File: src/rtl/debug_pkg.sv
// Shared types and constants for the UART debug snapshot controller.
// The trailer bytes spell "DONE" and close every snapshot frame.
package debug_pkg;

    typedef enum logic [2:0] {
        IDLE,
        RUN,
        STEP_WAIT,
        STEP_PULSE,
        CAPTURE,
        SEND,
        TRAIL
    } dbg_state_e;

    typedef enum logic {
        MODE_STEP,
        MODE_END
    } dbg_mode_e;

    localparam logic [7:0] DEF_CMD_CONT  = 8'h63;
    localparam logic [7:0] DEF_CMD_STEP  = 8'h73;
    localparam logic [7:0] DEF_CMD_NEXT  = 8'h6E;
    localparam logic [7:0] DEF_CMD_ABORT = 8'h71;

    localparam int TRAILER_LEN = 4;
    localparam logic [7:0] DBG_TRAILER [TRAILER_LEN] = '{8'h44, 8'h4F, 8'h4E, 8'h45};

    // Trailer packed with byte k at [8k+7:8k], matching the serializer buffer layout.
    function automatic logic [8*TRAILER_LEN-1:0] trailer_flat();
        logic [8*TRAILER_LEN-1:0] flat;
        flat = '0;
        for (int k = 0; k < TRAILER_LEN; k++) begin
            flat[k*8 +: 8] = DBG_TRAILER[k];
        end
        return flat;
    endfunction

endpackage

File: src/rtl/dbg_tx_serializer.sv
// Streams bytes 0..len-1 of a flat buffer into the TX FIFO, one per clock while not full.
// A one-cycle done pulse accompanies the write of the final byte.
module dbg_tx_serializer #(
    parameter int BUF_BYTES = 4,
    parameter int CNT_W     = $clog2(BUF_BYTES + 1)
) (
    input  logic                   clock,
    input  logic                   reset,
    input  logic                   start,
    input  logic [BUF_BYTES*8-1:0] buf_data,
    input  logic [CNT_W-1:0]       len,
    input  logic                   tx_full,
    output logic                   tx_wr,
    output logic [7:0]             tx_data,
    output logic                   done
);

    logic             active_q, active_d;
    logic [CNT_W-1:0] cnt_q, cnt_d;
    logic [7:0]       last_q, last_d;
    logic [7:0]       cur_byte;
    logic             wr_fire;

    always_comb begin
        cur_byte = '0;
        for (int k = 0; k < BUF_BYTES; k++) begin
            if (cnt_q == CNT_W'(k)) begin
                cur_byte = buf_data[k*8 +: 8];
            end
        end
    end

    assign wr_fire = active_q && !tx_full;
    assign done    = wr_fire && (cnt_q == len - CNT_W'(1));

    // A start arriving with done lets the next segment follow without a gap.
    always_comb begin
        active_d = active_q;
        cnt_d    = cnt_q;
        last_d   = last_q;
        if (wr_fire) begin
            last_d = cur_byte;
            cnt_d  = cnt_q + CNT_W'(1);
            if (done) begin
                active_d = 1'b0;
            end
        end
        if (start) begin
            active_d = 1'b1;
            cnt_d    = '0;
        end
    end

    always_ff @(posedge clock) begin
        if (reset) begin
            active_q <= 1'b0;
            cnt_q    <= '0;
            last_q   <= '0;
        end else begin
            active_q <= active_d;
            cnt_q    <= cnt_d;
            last_q   <= last_d;
        end
    end

    assign tx_wr   = wr_fire;
    assign tx_data = wr_fire ? cur_byte : last_q;

endmodule

File: src/rtl/debug_snapshot_ctrl.sv
// UART-driven run/step debug controller that streams an atomic pipeline snapshot plus "DONE".
// Define DBG_FRAME_SEQ_EN to prefix each frame with a wrapping 8-bit sequence byte.
module debug_snapshot_ctrl
    import debug_pkg::*;
#(
    parameter int         SNAP_BYTES = 55,
    parameter logic [7:0] CMD_CONT   = DEF_CMD_CONT,
    parameter logic [7:0] CMD_STEP   = DEF_CMD_STEP,
    parameter logic [7:0] CMD_NEXT   = DEF_CMD_NEXT,
    parameter logic [7:0] CMD_ABORT  = DEF_CMD_ABORT
) (
    input  logic                    clock,
    input  logic                    reset,
    input  logic                    end_of_program,
    input  logic [7:0]              rx_data,
    input  logic                    rx_valid,
    output logic                    rx_rd,
    output logic [7:0]              tx_data,
    output logic                    tx_wr,
    input  logic                    tx_full,
    input  logic [SNAP_BYTES*8-1:0] snapshot,
    output logic                    pipe_enable,
    output logic                    pipe_reset,
    output logic                    busy
);

`ifdef DBG_FRAME_SEQ_EN
    localparam int SEQ_BYTES = 1;
`else
    localparam int SEQ_BYTES = 0;
`endif
    localparam int SEND_BYTES = SNAP_BYTES + SEQ_BYTES;
    localparam int BUF_BYTES  = (SEND_BYTES > TRAILER_LEN) ? SEND_BYTES : TRAILER_LEN;
    localparam int CNT_W      = $clog2(BUF_BYTES + 1);

    dbg_state_e              state_q, state_d;
    dbg_mode_e               mode_q, mode_d;
    logic                    rx_rd_q, rx_rd_d;
    logic                    rx_hold_q;
    logic                    pipe_enable_q, pipe_enable_d;
    logic                    pipe_reset_q, pipe_reset_d;
    logic [SNAP_BYTES*8-1:0] snap_buf_q, snap_buf_d;
    logic [SEND_BYTES*8-1:0] send_flat;
    logic                    pop_ok;

    logic                    ser_start;
    logic                    ser_done;
    logic [BUF_BYTES*8-1:0]  ser_buf;
    logic [CNT_W-1:0]        ser_len;

`ifdef DBG_FRAME_SEQ_EN
    logic [7:0] seq_q, seq_d;

    always_comb begin
        seq_d = seq_q;
        if (state_q == TRAIL && ser_done) begin
            seq_d = seq_q + 8'd1;
        end
    end

    always_ff @(posedge clock) begin
        if (reset) begin
            seq_q <= '0;
        end else begin
            seq_q <= seq_d;
        end
    end

    assign send_flat = {snap_buf_q, seq_q};
`else
    assign send_flat = snap_buf_q;
`endif

    // A popped byte is decoded while rx_rd is high; the following cycle is skipped for FIFO latency.
    assign pop_ok = rx_valid && !rx_rd_q && !rx_hold_q;

    always_comb begin
        state_d    = state_q;
        mode_d     = mode_q;
        rx_rd_d    = 1'b0;
        snap_buf_d = snap_buf_q;
        ser_start  = 1'b0;
        case (state_q)
            IDLE: begin
                rx_rd_d = pop_ok;
                if (rx_rd_q) begin
                    if (rx_data == CMD_CONT) begin
                        state_d = RUN;
                    end else if (rx_data == CMD_STEP) begin
                        state_d = STEP_WAIT;
                    end
                end
            end
            RUN: begin
                if (end_of_program) begin
                    state_d = CAPTURE;
                    mode_d  = MODE_END;
                end
            end
            STEP_WAIT: begin
                rx_rd_d = pop_ok;
                if (rx_rd_q) begin
                    if (rx_data == CMD_NEXT) begin
                        state_d = STEP_PULSE;
                    end else if (rx_data == CMD_ABORT) begin
                        state_d = IDLE;
                    end
                end
            end
            STEP_PULSE: begin
                state_d = CAPTURE;
                mode_d  = MODE_STEP;
            end
            CAPTURE: begin
                snap_buf_d = snapshot;
                if (end_of_program) begin
                    mode_d = MODE_END;
                end
                ser_start = 1'b1;
                state_d   = SEND;
            end
            SEND: begin
                if (ser_done) begin
                    ser_start = 1'b1;
                    state_d   = TRAIL;
                end
            end
            TRAIL: begin
                if (ser_done) begin
                    state_d = (mode_q == MODE_END) ? IDLE : STEP_WAIT;
                end
            end
            default: begin
                state_d = IDLE;
            end
        endcase
        pipe_enable_d = (state_d == RUN) || (state_d == STEP_PULSE);
        pipe_reset_d  = (state_d == IDLE);
    end

    always_ff @(posedge clock) begin
        if (reset) begin
            state_q       <= IDLE;
            mode_q        <= MODE_STEP;
            rx_rd_q       <= 1'b0;
            rx_hold_q     <= 1'b0;
            pipe_enable_q <= 1'b0;
            pipe_reset_q  <= 1'b1;
            snap_buf_q    <= '0;
        end else begin
            state_q       <= state_d;
            mode_q        <= mode_d;
            rx_rd_q       <= rx_rd_d;
            rx_hold_q     <= rx_rd_q;
            pipe_enable_q <= pipe_enable_d;
            pipe_reset_q  <= pipe_reset_d;
            snap_buf_q    <= snap_buf_d;
        end
    end

    always_comb begin
        ser_buf = '0;
        if (state_q == TRAIL) begin
            ser_buf[8*TRAILER_LEN-1:0] = trailer_flat();
            ser_len                    = CNT_W'(TRAILER_LEN);
        end else begin
            ser_buf[SEND_BYTES*8-1:0] = send_flat;
            ser_len                   = CNT_W'(SEND_BYTES);
        end
    end

    dbg_tx_serializer #(
        .BUF_BYTES (BUF_BYTES),
        .CNT_W     (CNT_W)
    ) u_serializer (
        .clock    (clock),
        .reset    (reset),
        .start    (ser_start),
        .buf_data (ser_buf),
        .len      (ser_len),
        .tx_full  (tx_full),
        .tx_wr    (tx_wr),
        .tx_data  (tx_data),
        .done     (ser_done)
    );

    assign rx_rd       = rx_rd_q;
    assign pipe_enable = pipe_enable_q;
    assign pipe_reset  = pipe_reset_q;
    assign busy        = (state_q != IDLE);

endmodule

File: config.mk
export PLATFORM = sky130hd
export DESIGN_NAME = debug_snapshot_ctrl
export DESIGN_NICKNAME = d
export VERILOG_FILES = /design/src/rtl/debug_pkg.sv /design/src/rtl/dbg_tx_serializer.sv /design/src/rtl/debug_snapshot_ctrl.sv
export SDC_FILE = /design/constraint.sdc
export NUM_CORES = 1
export LEC_CHECK = 0
export ABC_AREA = 1
export ABC_CLOCK_PERIOD_IN_PS = 6600
export CORE_UTILIZATION = 53
export CTS_BUF_LIST = sky130_fd_sc_hd__clkbuf_16
export DETAILED_ROUTE_END_ITERATION = 6
export PLACE_DENSITY = 0.89
export SLEW_MARGIN = 20
export SYNTH_ARGS = -nofsm -noshare
export SYNTH_HDL_FRONTEND = slang
export SYNTH_HIERARCHICAL = 1
export SYNTH_SLANG_ARGS = --single-unit
File: constraint.sdc
create_clock -name clock -period 6.6 [get_ports clock]
set_input_delay 0.66 -clock clock [delete_from_list [all_inputs] [get_ports clock]]
set_output_delay 0.66 -clock clock [all_outputs]
set_load 0.02 [all_outputs]
# Yosys cells after proc, flatten, opt, wreduce, memory -nomap -nowiden
# Cells that the tools add are included.
word_totals:
  ff_bits: 463
  input_bits: 453
  output_inout_bits: 13
op_classes:
  add_sub_neg: 2
  n_eq_ne: 68
  muxes: 77
  bitwise: 1
  reduce_logical: 21
ops:
  columns: ["operator", "count"]
  rows:
  - ["two-way mux 8 bit", 56]
  - ["two-way mux 408 bit", 1]
  - ["equality test 6 bit, second input constant", 23]
  - ["equality test 6 x 5 -> 1 bit, second input constant", 16]
  - ["equality test 6 x 4 -> 1 bit, second input constant", 8]
  - ["equality test 8 x 7 -> 1 bit, second input constant", 4]
  - ["two-way mux 32 bit", 1]
  - ["two-way mux 3 bit", 9]
  - ["equality test 6 x 3 -> 1 bit, second input constant", 4]
  - ["one-hot mux 3 bit (7 select lines)", 1]
  - ["equality test 6 x 2 -> 1 bit, second input constant", 2]
  - ["equality test 3 x 2 -> 1 bit, second input constant", 3]
  - ["equality test 3 bit, second input constant", 3]
  - ["OR reduction 2 bit", 4]
  - ["adder 6 x 1 -> 6 bit, second input constant", 1]
  - ["equality test 3 x 1 -> 1 bit, second input constant", 2]
  - ["equality test 6 x 1 -> 1 bit, second input constant", 1]
  - ["equality test 6 bit", 1]
  - ["zero test 3 bit", 2]
  - ["zero test 6 bit", 1]
  - ["two-way mux 6 bit", 1]
  - ["nonzero test 2 bit", 3]
  - ["subtractor 6 x 1 -> 6 bit, second input constant", 1]
  - ["two-way mux 1 bit", 5]
  - ["other kinds (9)", 16]

# Depth between registers and ports, before layout
# Gate-level depths: netlist of the first run.
depth:
  depth_word: 58
  depth_mapped: 62

# By module
# Netlist of the first run, hierarchy kept.
by_module_without_submodules:
  columns: ["mod", "instances", "cells_per_inst", "area_per_inst_um2", "seq_area_each_um2"]
  rows:
  - ["debug_snapshot_ctrl", 1, 2920, 19147.1, 8968.6]
  - ["dbg_tx_serializer", 1, 1237, 5869.4, 300.3]

# Worst setup path before layout of the first run
# OpenSTA, ideal clock, no wires.
synth_timing:
  path_type: "flip-flop to output port"
  startpoint: "reg state_q[1]"
  endpoint: "out tx_data[0]"
  arrival_time_ps: 4233
  required_time_ps: 5940
  setup_slack_ps: 1707
  path_stages_with_launch: 61
  n_path_buf: 2
  cell_sequence: "dfxtp_1 nand3_2 buf_2 buf_2 nand2_1 inv_1 or2_0 nand3_1 nand3_1 nand2_1 nand2_1 nand2_1 nand2_1 nand3_1 nand3_1 nand2_1 nand3_1 nand3_1 [... 25 more ...] nand2_1 nand3_1 nand3_1 nand2_1 nand2_1 nand3_1 nand2_1 nand3_1 nand2_1 nand2_1 nand2_1 nand2_1 nand3_1 nand3_1 nand2_1 nand2_1 nand2_1 nand2_1"
synth_rtl:
  columns: ["item", "line", "rtl"]
  rows:
  - ["start: declaration", "debug_snapshot_ctrl.sv:36", "dbg_state_e state_q, state_d;"]
  - ["start signal: assignment", "debug_snapshot_ctrl.sv:151", "state_q <= state_d;"]
  - ["equality test 3 bit", "debug_snapshot_ctrl.sv:163", "if (state_q == TRAIL) begin"]
  - ["two-way mux 32 bit", "debug_snapshot_ctrl.sv:163", null]
  - ["named net ser_buf[16]", "debug_snapshot_ctrl.sv:48", "logic [BUF_BYTES*8-1:0] ser_buf;"]
  - ["two-way mux 8 bit (53 in series)", "dbg_tx_serializer.sv:27", "if (cnt_q == CNT_W'(k)) begin"]
  - ["two-way mux 8 bit", "dbg_tx_serializer.sv:67", "assign tx_data = wr_fire ? cur_byte : last_q;"]
  - ["end: declaration", "debug_snapshot_ctrl.sv:18", "output logic [7:0] tx_data,"]
# The timed path passes the listed nets, and every way through them passes these cells.

# Worst setup path in the final report of the first run
layout_timing:
  startpoint: "reg u_serializer.cnt_q[0]"
  endpoint: "out tx_data[6]"
layout_between:
  elab_chain_cells: 57
layout_rtl:
  columns: ["item", "line", "rtl"]
  rows:
  - ["start: declaration", "dbg_tx_serializer.sv:19", "logic [CNT_W-1:0] cnt_q, cnt_d;"]
  - ["start signal: assignment", "dbg_tx_serializer.sv:61", "cnt_q <= cnt_d;"]
  - ["zero test 6 bit", "dbg_tx_serializer.sv:27", null]
  - ["two-way mux 8 bit (54 in series)", "dbg_tx_serializer.sv:27", null]
  - ["two-way mux 8 bit *", "dbg_tx_serializer.sv:27", null]
  - ["two-way mux 8 bit *", "dbg_tx_serializer.sv:67", null]
# Every way passes the cells marked *; elsewhere a longest branch is shown, timed or not.

==> summary.md, run 1 <==
| Metric | Value |
|---|---|
| Port buffer count | between 400 and 500 |
| Top cells by area, synth | dfxtp_1 37%, nor2_1 15%, nand2_1 14%, inv_1 8.3%, o21ai_0 7.1% |
| Most used DFF post-synth | dfxtp_1 |
| Compound-Gate Fraction of Synth Area | 0.115 |
| Util after Layout | 0.685 |
| Post-DP HPWL | 54900 um |
| Via count | 26361 |
| GRT Overall Usage | 0.311 |
| Placed cells | 5050 |
| Final Hold Viols | 0 |
| First-pass iteration count of the detailed router | 5 |
| Reg clk slew, reported paths | 0.06 ns |
| Post-route ant nets | 0 |
| Die Wd | 219 um |
| Fin crit period | 6.88 ns |
| Hold WC Path Type | reg -> reg |
| Slew headroom | 0.256 |
| IO Pins | 466 |
| Peak VDD IR | a little under 200 uV |
| Cts bufs inserted | 49 |
| Root Driver | clkbuf_16 |
| First-pass GRT wire length | about 120000 um |
| Clock sink total | 463 |
| Die area | between 40000 and 50000 um^2 |
| Non-filler cells, final | 5169 |
| RSZ-0062 raised after global routing | yes |
| Failing checks | setup timing |
| Final setup TNS | -1.04 ns |
| Status | finished with violations |
| Number of buffers and inverters on the critical path | 3 |
| CTS Hold Bufs | 0 |
| Internal | approximately 4.6 mW |
| EDFF count, synth | 0 |
| Sw Ratio | 0.222 |
| Max Clk Rate | 145 MHz |
| Critical Path Sink Type | output pin |
| Post-route worst setup slack | -0.283 ns |
| Iteration-0 DRC Markers | 2183 |
| Static leakage | ~16 nW |
| Crit path max-delay family | simple AND/OR/NAND/NOR gates |
| Total of max-cap violations | 0 |
| Crit Path Category | reg -> out |
| Placed Area | 29600 um^2 |
| CP most frequent cell | nand3_2 |
| XOR/XNOR Fraction of Synth Area | 0.00210 |
| Worst setup skew after layout | about 0.023 ns |
| Post-synthesis mux area share | 0 |
| Layout Nets | 4975 |
| Synth warn | 6 |
| Area leader, netlist | dfxtp_1 |
| Ys async rst share | 0 |
| Critical-path top delay cell | dfxtp_4 |
| Seq pwr share | 0.476 |
| Fin. max-slew vios | 0 |
| Yosys reg bits | 463 |
| Combinational power share | 0.072 |
| Gpl congestion | 0.930 |
| Die H | 219 um |
| Worst hold margin | ~0.45 ns |
| Req. time, crit path | between 5 and 6 ns |
| Detailed-route DRC error count | 0 |
| Sw power | 1.30 mW |
| Worst Max-Slew Pin Slew | 1.11 ns |
| Mapped Cells | 4157 |
| Max stage delay on crit path | 0.37 ns |
| Crit path launch type | register |
| Sequential share of the synthesized area | 0.371 |
| Wire per inst | 15.2 um |
| Area share of fa/ha/maj cells after synthesis | 0.00250 |
| Tcrit/Tclk final | 1.04 |
| P&R area growth vs syn | 27.5% |
| PwrDens | approximately 180 nW/um^2 |
| Core ar. | 46600 um^2 |
| Routed wire length | just under 80000 um |
| Mapped Avg Cell Area | 6.02 um^2 |
| Num rows | between 70 and 80 |
| Unique cell type count in the Yosys netlist | 43 |
| Routed vias/inst | a little over 5 |
| CTS tree | built |
| Main combinational cell family by area after synthesis | simple AND/OR/NAND/NOR gates |
| Synth Area in Simple Gates | 0.373 |
| Vias in the first global route | 23887 |
| Initial core utilization | 0.537 |
| H-Tree Depth | 2 |
| WP data arrival | approximately 6.2 ns |
| Antenna violations before repair | 6 |
| Worst-path maximum fanout | 7 |
| Synthesized area | around 25000 um^2 |
| Final setup vio count | 8 |
| Clk pwr share | 0.452 |
| Share of layout cells above drive strength 1 | 0.0867 |
| Grt ovf | 0 |
| CTS max path bufs | 3 |
| Top cell type's share of synthesized area | 0.371 |
| Clock Latency Late Sink | 0.58 ns |
| Largest net degree at the start of global routing | 263 |
| Fin area | 31900 um^2 |
==> cell usage in the layout (no fill, tap or decap), types with 7 or more instances in the layout <==
master           synthesis  layout
o211ai_1                 7       7
buf_4                   28      63
nor2_1                1029    1025
or2_2                  101      99
nor2_4                   5       7
inv_1                  555     558
nand4_1                 16      16
nor2_2                   5       7
inv_2                    8      13
o21ai_1                118     117
buf_6                   22       9
clkinv_1                 9      21
nand2_2                  3      30
clkdlybuf4s50_1          0     457
clkinv_2                 0       8
nand2_1                946     915
dfxtp_1                463     456
nand3_1                190     130
o21ai_0                356     355
a21oi_1                 73      70
nand3_2                  1      59
clkbuf_16                0      51
==> Yosys cell counts (2+ instances only) <==
master / number
buf_2: 100
buf_6: 22
ha_1: 5
nor2_1: 1029
clkinv_1: 9
inv_2: 8
xor2_1: 3
or2_2: 101
o21ai_0: 356
o21ai_1: 118
nand2_2: 3
a211oi_1: 2
a21oi_1: 73
xnor2_1: 3
nand3_1: 190
clkbuf_1: 82
nor3_2: 2
inv_1: 555
nor3_1: 6
nand2_1: 946
conb_1: 2
nand4_1: 16
or2_1: 2
dfxtp_1: 463
buf_4: 28
nor2_2: 5
nor2_4: 5
o211ai_1: 7
or2_0: 2
==> metal layers <==
layer,track usage,vias to the layer above,wire length (um)
li1,-,13322,-
met1,0.388,11977,33100
met2,0.518,855,36900
met3,0.0389,205,4400
met4,0.175,2,4270
met5,0,-,13
==> kinds of logic after synthesis <==
| family | count (synthesis) |
|---|---|
| other | 2 |
| AOI/OAI and AO/OA | 564 |
| and+or+nand+nor | 2312 |
| adders and majority gates | 5 |
| buffers and inverters | 805 |
| xor gates and xnor gates | 6 |
| DFF | 463 |
==> flip-flops by register name (all words and copies together), names as in the netlist <==
name,flops
u_serializer/last_q,8
state_q,3
send_flat,440
pipe_reset,1
pipe_enable,1
mode_q,1
u_serializer/active_q,1
rx_rd,1
rx_hold_q,1
u_serializer/cnt_q,6
==> timing repair <==
action                                  CTS  global route
endpoints found under the setup margin    8             8
setup buffers                            11            13
pin swaps                                 7            81
resized for setup                        67           109
==> path summary, 6_finish.rpt <==
check / start / end / cells past startpoint / slack [ns]
setup / recovery: u_serializer/cnt_q[0] / tx_data[6] / 60 / -0.28
hold / removal: rx_hold_q / rx_rd / 1 / 0.45
setup reg to reg: u_serializer/cnt_q[0] / u_serializer/last_q[6] / 59 / 0.97
hold reg to reg: rx_hold_q / rx_rd / 1 / 0.45
==> per-stage QoR <==
step | setup slack, ns | total power [mW]
after CTS | -0.0674 | 5.91
after global placement | 0.0881 | 3.28
after global routing | -0.731 | 6.07
after floorplan | 1.71 | 2.96
final | -0.283 | 5.88
after detailed placement | 0.0119 | 3.28
==> power by group through the flow <==
| stage | sequential, mW | clock, mW | combinational [mW] |
|---|---|---|---|
| final | 2.80 | 2.66 | 0.423 |
| after global routing | 2.80 | 2.82 | 0.453 |
| after CTS | 2.80 | 2.69 | 0.421 |
| after detailed placement | 2.86 | 0 | 0.417 |
| after global placement | 2.86 | 0 | 0.415 |
| after floorplan | 2.86 | 0 | 0.0992 |
==> worst register-to-register path, delay by kind of cell, from the launching register on <==
kind | cells | cell delay [ns]
simple gates | 54 | 4.41
flops | 1 | 0.37
buf+inv | 2 | 0.30
fa+ha+maj | 1 | 0.20
compound gates | 2 | 0.20
==> layout make-up <==
class / instances / area, um^2
Clock inverter: 39 / 253
Multi-Input combinational cell: 2893 / 12900
Sequential cell: 463 / 9280
Timing Repair Buffer: 538 / 5270
Tap cell: 607 / 759
Fill cell: 4032 / 14700
Inverter: 572 / 2170
Antenna cell: 6 / 15.0
Clock buffer: 51 / 1280
No activity file was read; power rests on OpenSTA's default activity.
==> inputs of run 2 (changes only) <==
--- a/config.mk
+++ b/config.mk
@@ -10,6 +10,7 @@
 export CORE_UTILIZATION = 53
 export CTS_BUF_LIST = sky130_fd_sc_hd__clkbuf_16
 export DETAILED_ROUTE_END_ITERATION = 6
+export GPL_TIMING_DRIVEN = 0
 export PLACE_DENSITY = 0.89
 export SLEW_MARGIN = 20
 export SYNTH_ARGS = -nofsm -noshare
==> run 2 against run 1 <==
  * Critical path type unchanged
  * Sequential share of layout area decreased by 1.1 points
  * Via count up 2.7%
  * Global-route usage is 1.3 points higher
  * Combinational power rose by 2%
  * Worst setup slack worse by 0.066 ns
  * Worst hold slack lost 0.053 ns
  * Routed wire length grew 2.2%
  * Die area did not move
  * Count of clock-buffer cells in the layout fell by 2
  * Clock power about the same
  * Core utilization up 2.7 points
  * Fmax decreased by 0.96%
  * Largest power group unchanged
  * The run still ends with setup timing left
  * Critical endpoint unchanged
==> summary.md, run 2 (synthesized netlist as in run 1, its figures left out) <==
| Metric | Value |
|---|---|
| Number of buffers and inverters on the critical path | 3 (unchanged) |
| Die Wd | 219 um (unchanged) |
| Hold WC Path Type | reg -> reg |
| Final Hold Viols | 0 (unchanged) |
| Crit Path Category | reg -> out |
| Critical Path Stages | 60 (unchanged) |
| Post-DP HPWL | 60000 um (+9.2%) |
| Peak VDD IR | 206 uV (+4.1%) |
| CP most frequent cell | nand3_2 |
| Worst reg2reg startpoint | u_serializer/cnt_q[2] |
| Post-route ant nets | 0 (unchanged) |
| Layout Nets | 5184 (+4.2%) |
| CTS max path bufs | 3 (unchanged) |
| Clock sink total | 463 (unchanged) |
| Worst Reg-to-Reg Cells | 74 (+25%) |
| Critical-path top delay cell | dfxtp_4 |
| Placed cells | 5233 (+3.6%) |
| Worst-path maximum fanout | 5 (-2) |
| Clock Latency Late Sink | 0.59 ns (about the same) |
| Max Clk Rate | 144 MHz (-0.96%) |
| Fin crit period | 6.95 ns (+0.0664 ns) |
| Most common cell after layout, fill and taps aside | nor2_1 |
| Status | finished with violations |
| Crit path max-delay family | simple AND/OR/NAND/NOR gates |
| H-Tree Depth | 2 (unchanged) |
| Die H | 219 um (unchanged) |
| Critical Path Sink Type | output pin |
| Cts bufs inserted | 47 (-4.1%) |
| Routed wire length | 80400 um (+2.2%) |
| Post-route worst setup slack | -0.349 ns (-0.0664 ns) |
| Share of layout cells above drive strength 1 | 0.112 (+0.0254) |
| Detailed-route DRC error count | 0 (unchanged) |
| Final setup vio count | 9 (+1) |
| First-pass GRT wire length | 122000 um (+2.7%) |
| Reg2reg end | u_serializer/last_q[0] |
| First-pass iteration count of the detailed router | 6 (+1) |
| Crit path launch type | register |
| CTS tree | built |
| Root Driver | clkbuf_16 |
| Fin. max-slew vios | 0 (unchanged) |
| Iteration-0 DRC Markers | 2089 (-4.3%) |
| Internal reg-to-reg setup slack | -0.21 ns (-1.18 ns) |
| Most frequent cells in the layout | 1022 x nor2_1, 913 x nand2_1, 560 x inv_1 |
| Max FFs per register | 440 (unchanged) |
| Tcrit/Tclk final | 1.05 (+0.0101) |
| Worst hold margin | 0.396 ns (-0.0527 ns) |
| Slew headroom | 0.514 (+0.258) |
| P&R area growth vs syn | 32.5% |
| Non-filler cells, final | 5385 (+4.2%) |
| Worst hold stages | 1 (unchanged) |
| Final setup TNS | -1.96 ns (-0.914 ns) |
| Static leakage | 16.6 nW (+4.4%) |
| WP data arrival | 6.29 ns (+0.07 ns) |
| Via count | 27072 (+2.7%) |
| Worst setup skew after layout | 0.0142 ns (-0.00864 ns) |
| Crit path to | tx_data[6] |
| Port buffer count | 465 (unchanged) |
| Fillers | 3782 (-6.2%) |
| Failing checks | setup timing |
| PwrDens | 178 nW/um^2 (-3.4%) |
| Largest net degree at the start of global routing | 20 (-92%) |
| Gpl congestion | 0.957 (+2.9%) |
| Core ar. | 46600 um^2 (unchanged) |
| Routed vias/inst | 5.03 (-1.4%) |
| Total of max-cap violations | 0 (unchanged) |
| CP Launch Point | u_serializer/cnt_q[0] |
| Vias in the first global route | 24851 (+4.0%) |
| IO Pins | 466 (unchanged) |
| Initial core utilization | 0.537 (unchanged) |
| Die area | 48100 um^2 (unchanged) |
| Num rows | 79 (unchanged) |
| Grt ovf | 0 (unchanged) |
| Req. time, crit path | 5.94 ns (about the same) |
| Reg clk slew, reported paths | 0.06 ns (about the same) |
| GRT Overall Usage | 0.323 (+0.0125) |
| RSZ-0062 raised after global routing | yes |
| Wire per inst | 14.9 um (-1.9%) |
| Worst Max-Slew Pin Slew | 0.727 ns (-0.385 ns) |
| Max stage delay on crit path | 0.41 ns (+0.04 ns) |
| Antenna violations before repair | 15 (+9) |
==> run 2: changes by cell type in the layout (fill, tap and decap cells not counted), moves of 6 or more <==
cell,change
buf_2,+91
buf_6,+25
nand3_1,-6
clkbuf_1,+81
nand3_2,+6
buf_4,+12
diode_2,+10
==> run 2: layout make-up <==
cell class              count  area, um^2  share of cell area
clock inverters            36         303             0.00913
multi-input cells        2893       13000               0.391
flip-flops and latches    463        9290               0.280
clock buffers              49        1230              0.0370
diodes                     16        40.0             0.00121
repair buffers            517        5070               0.153
plain buffers             232        1350              0.0408
inverters                 572        2160              0.0650
well taps                 607         759              0.0229
==> run 2: what timing repair did <==
| item | 4_1_cts | 5_1_grt |
|---|---|---|
| cloned | 1 | 1 |
| endpoints found under the hold margin | 0 | 0 |
| setup endpoints to repair | 8 | 9 |
| pin swaps | 63 | 45 |
| hold buffers | 0 | 0 |
| setup buffers | 48 | 2 |
| gates resized for setup | 170 | 66 |
==> run 2: metal layers <==
layer	global-route usage	wire length, um	up-vias
met5	0	10	-
met4	0.193	4260	2
met3	0.0424	5310	231
met2	0.537	37700	1031
met1	0.399	33200	12034
li1	-	-	13774
==> run 2: report_power, final <==
| part | internal (mW) | total, mW | switching [mW] | leakage, nW |
|---|---|---|---|---|
| Clock | 1.54 | 2.68 | 1.14 | 0.787 |
| Sequential | 2.80 | 2.80 | 0.00194 | 3.73 |
| Combinational | 0.275 | 0.432 | 0.156 | 12.1 |
==> run 2: how the worst min path moves through the flow <==
stage	start	endpoint	slack (ns)
2_1_floorplan	rx_hold_q	rx_rd	0.37
3_3_place_gp	rx_hold_q	rx_rd	0.39
3_5_place_dp	rx_hold_q	rx_rd	0.39
4_1_cts	rx_hold_q	rx_rd	0.40
5_1_grt	rx_hold_q	rx_rd	0.42
6_report	rx_hold_q	rx_rd	0.40
==> run 2: stage by stage <==
stage                     total power, mW  worst slack [ns]  cell area (um^2)  utilization
final                                5.90            -0.349             33200        0.712
after global routing                 6.06            -0.804             33200        0.712
after CTS                            5.93            -0.258             32800        0.705
after detailed placement             3.28            -0.603             30400        0.654
after global placement               3.28            -0.517             30400        0.654
after floorplan                      2.96              1.71             25000            -
==> run 2: worst reg2reg max path, delay by kind of cell, from the launching register on <==
kind            cells  cell delay (ns)
buf+inv            17             2.00
compound gates      2             0.16
flops               1             0.32
simple gates       55             4.31
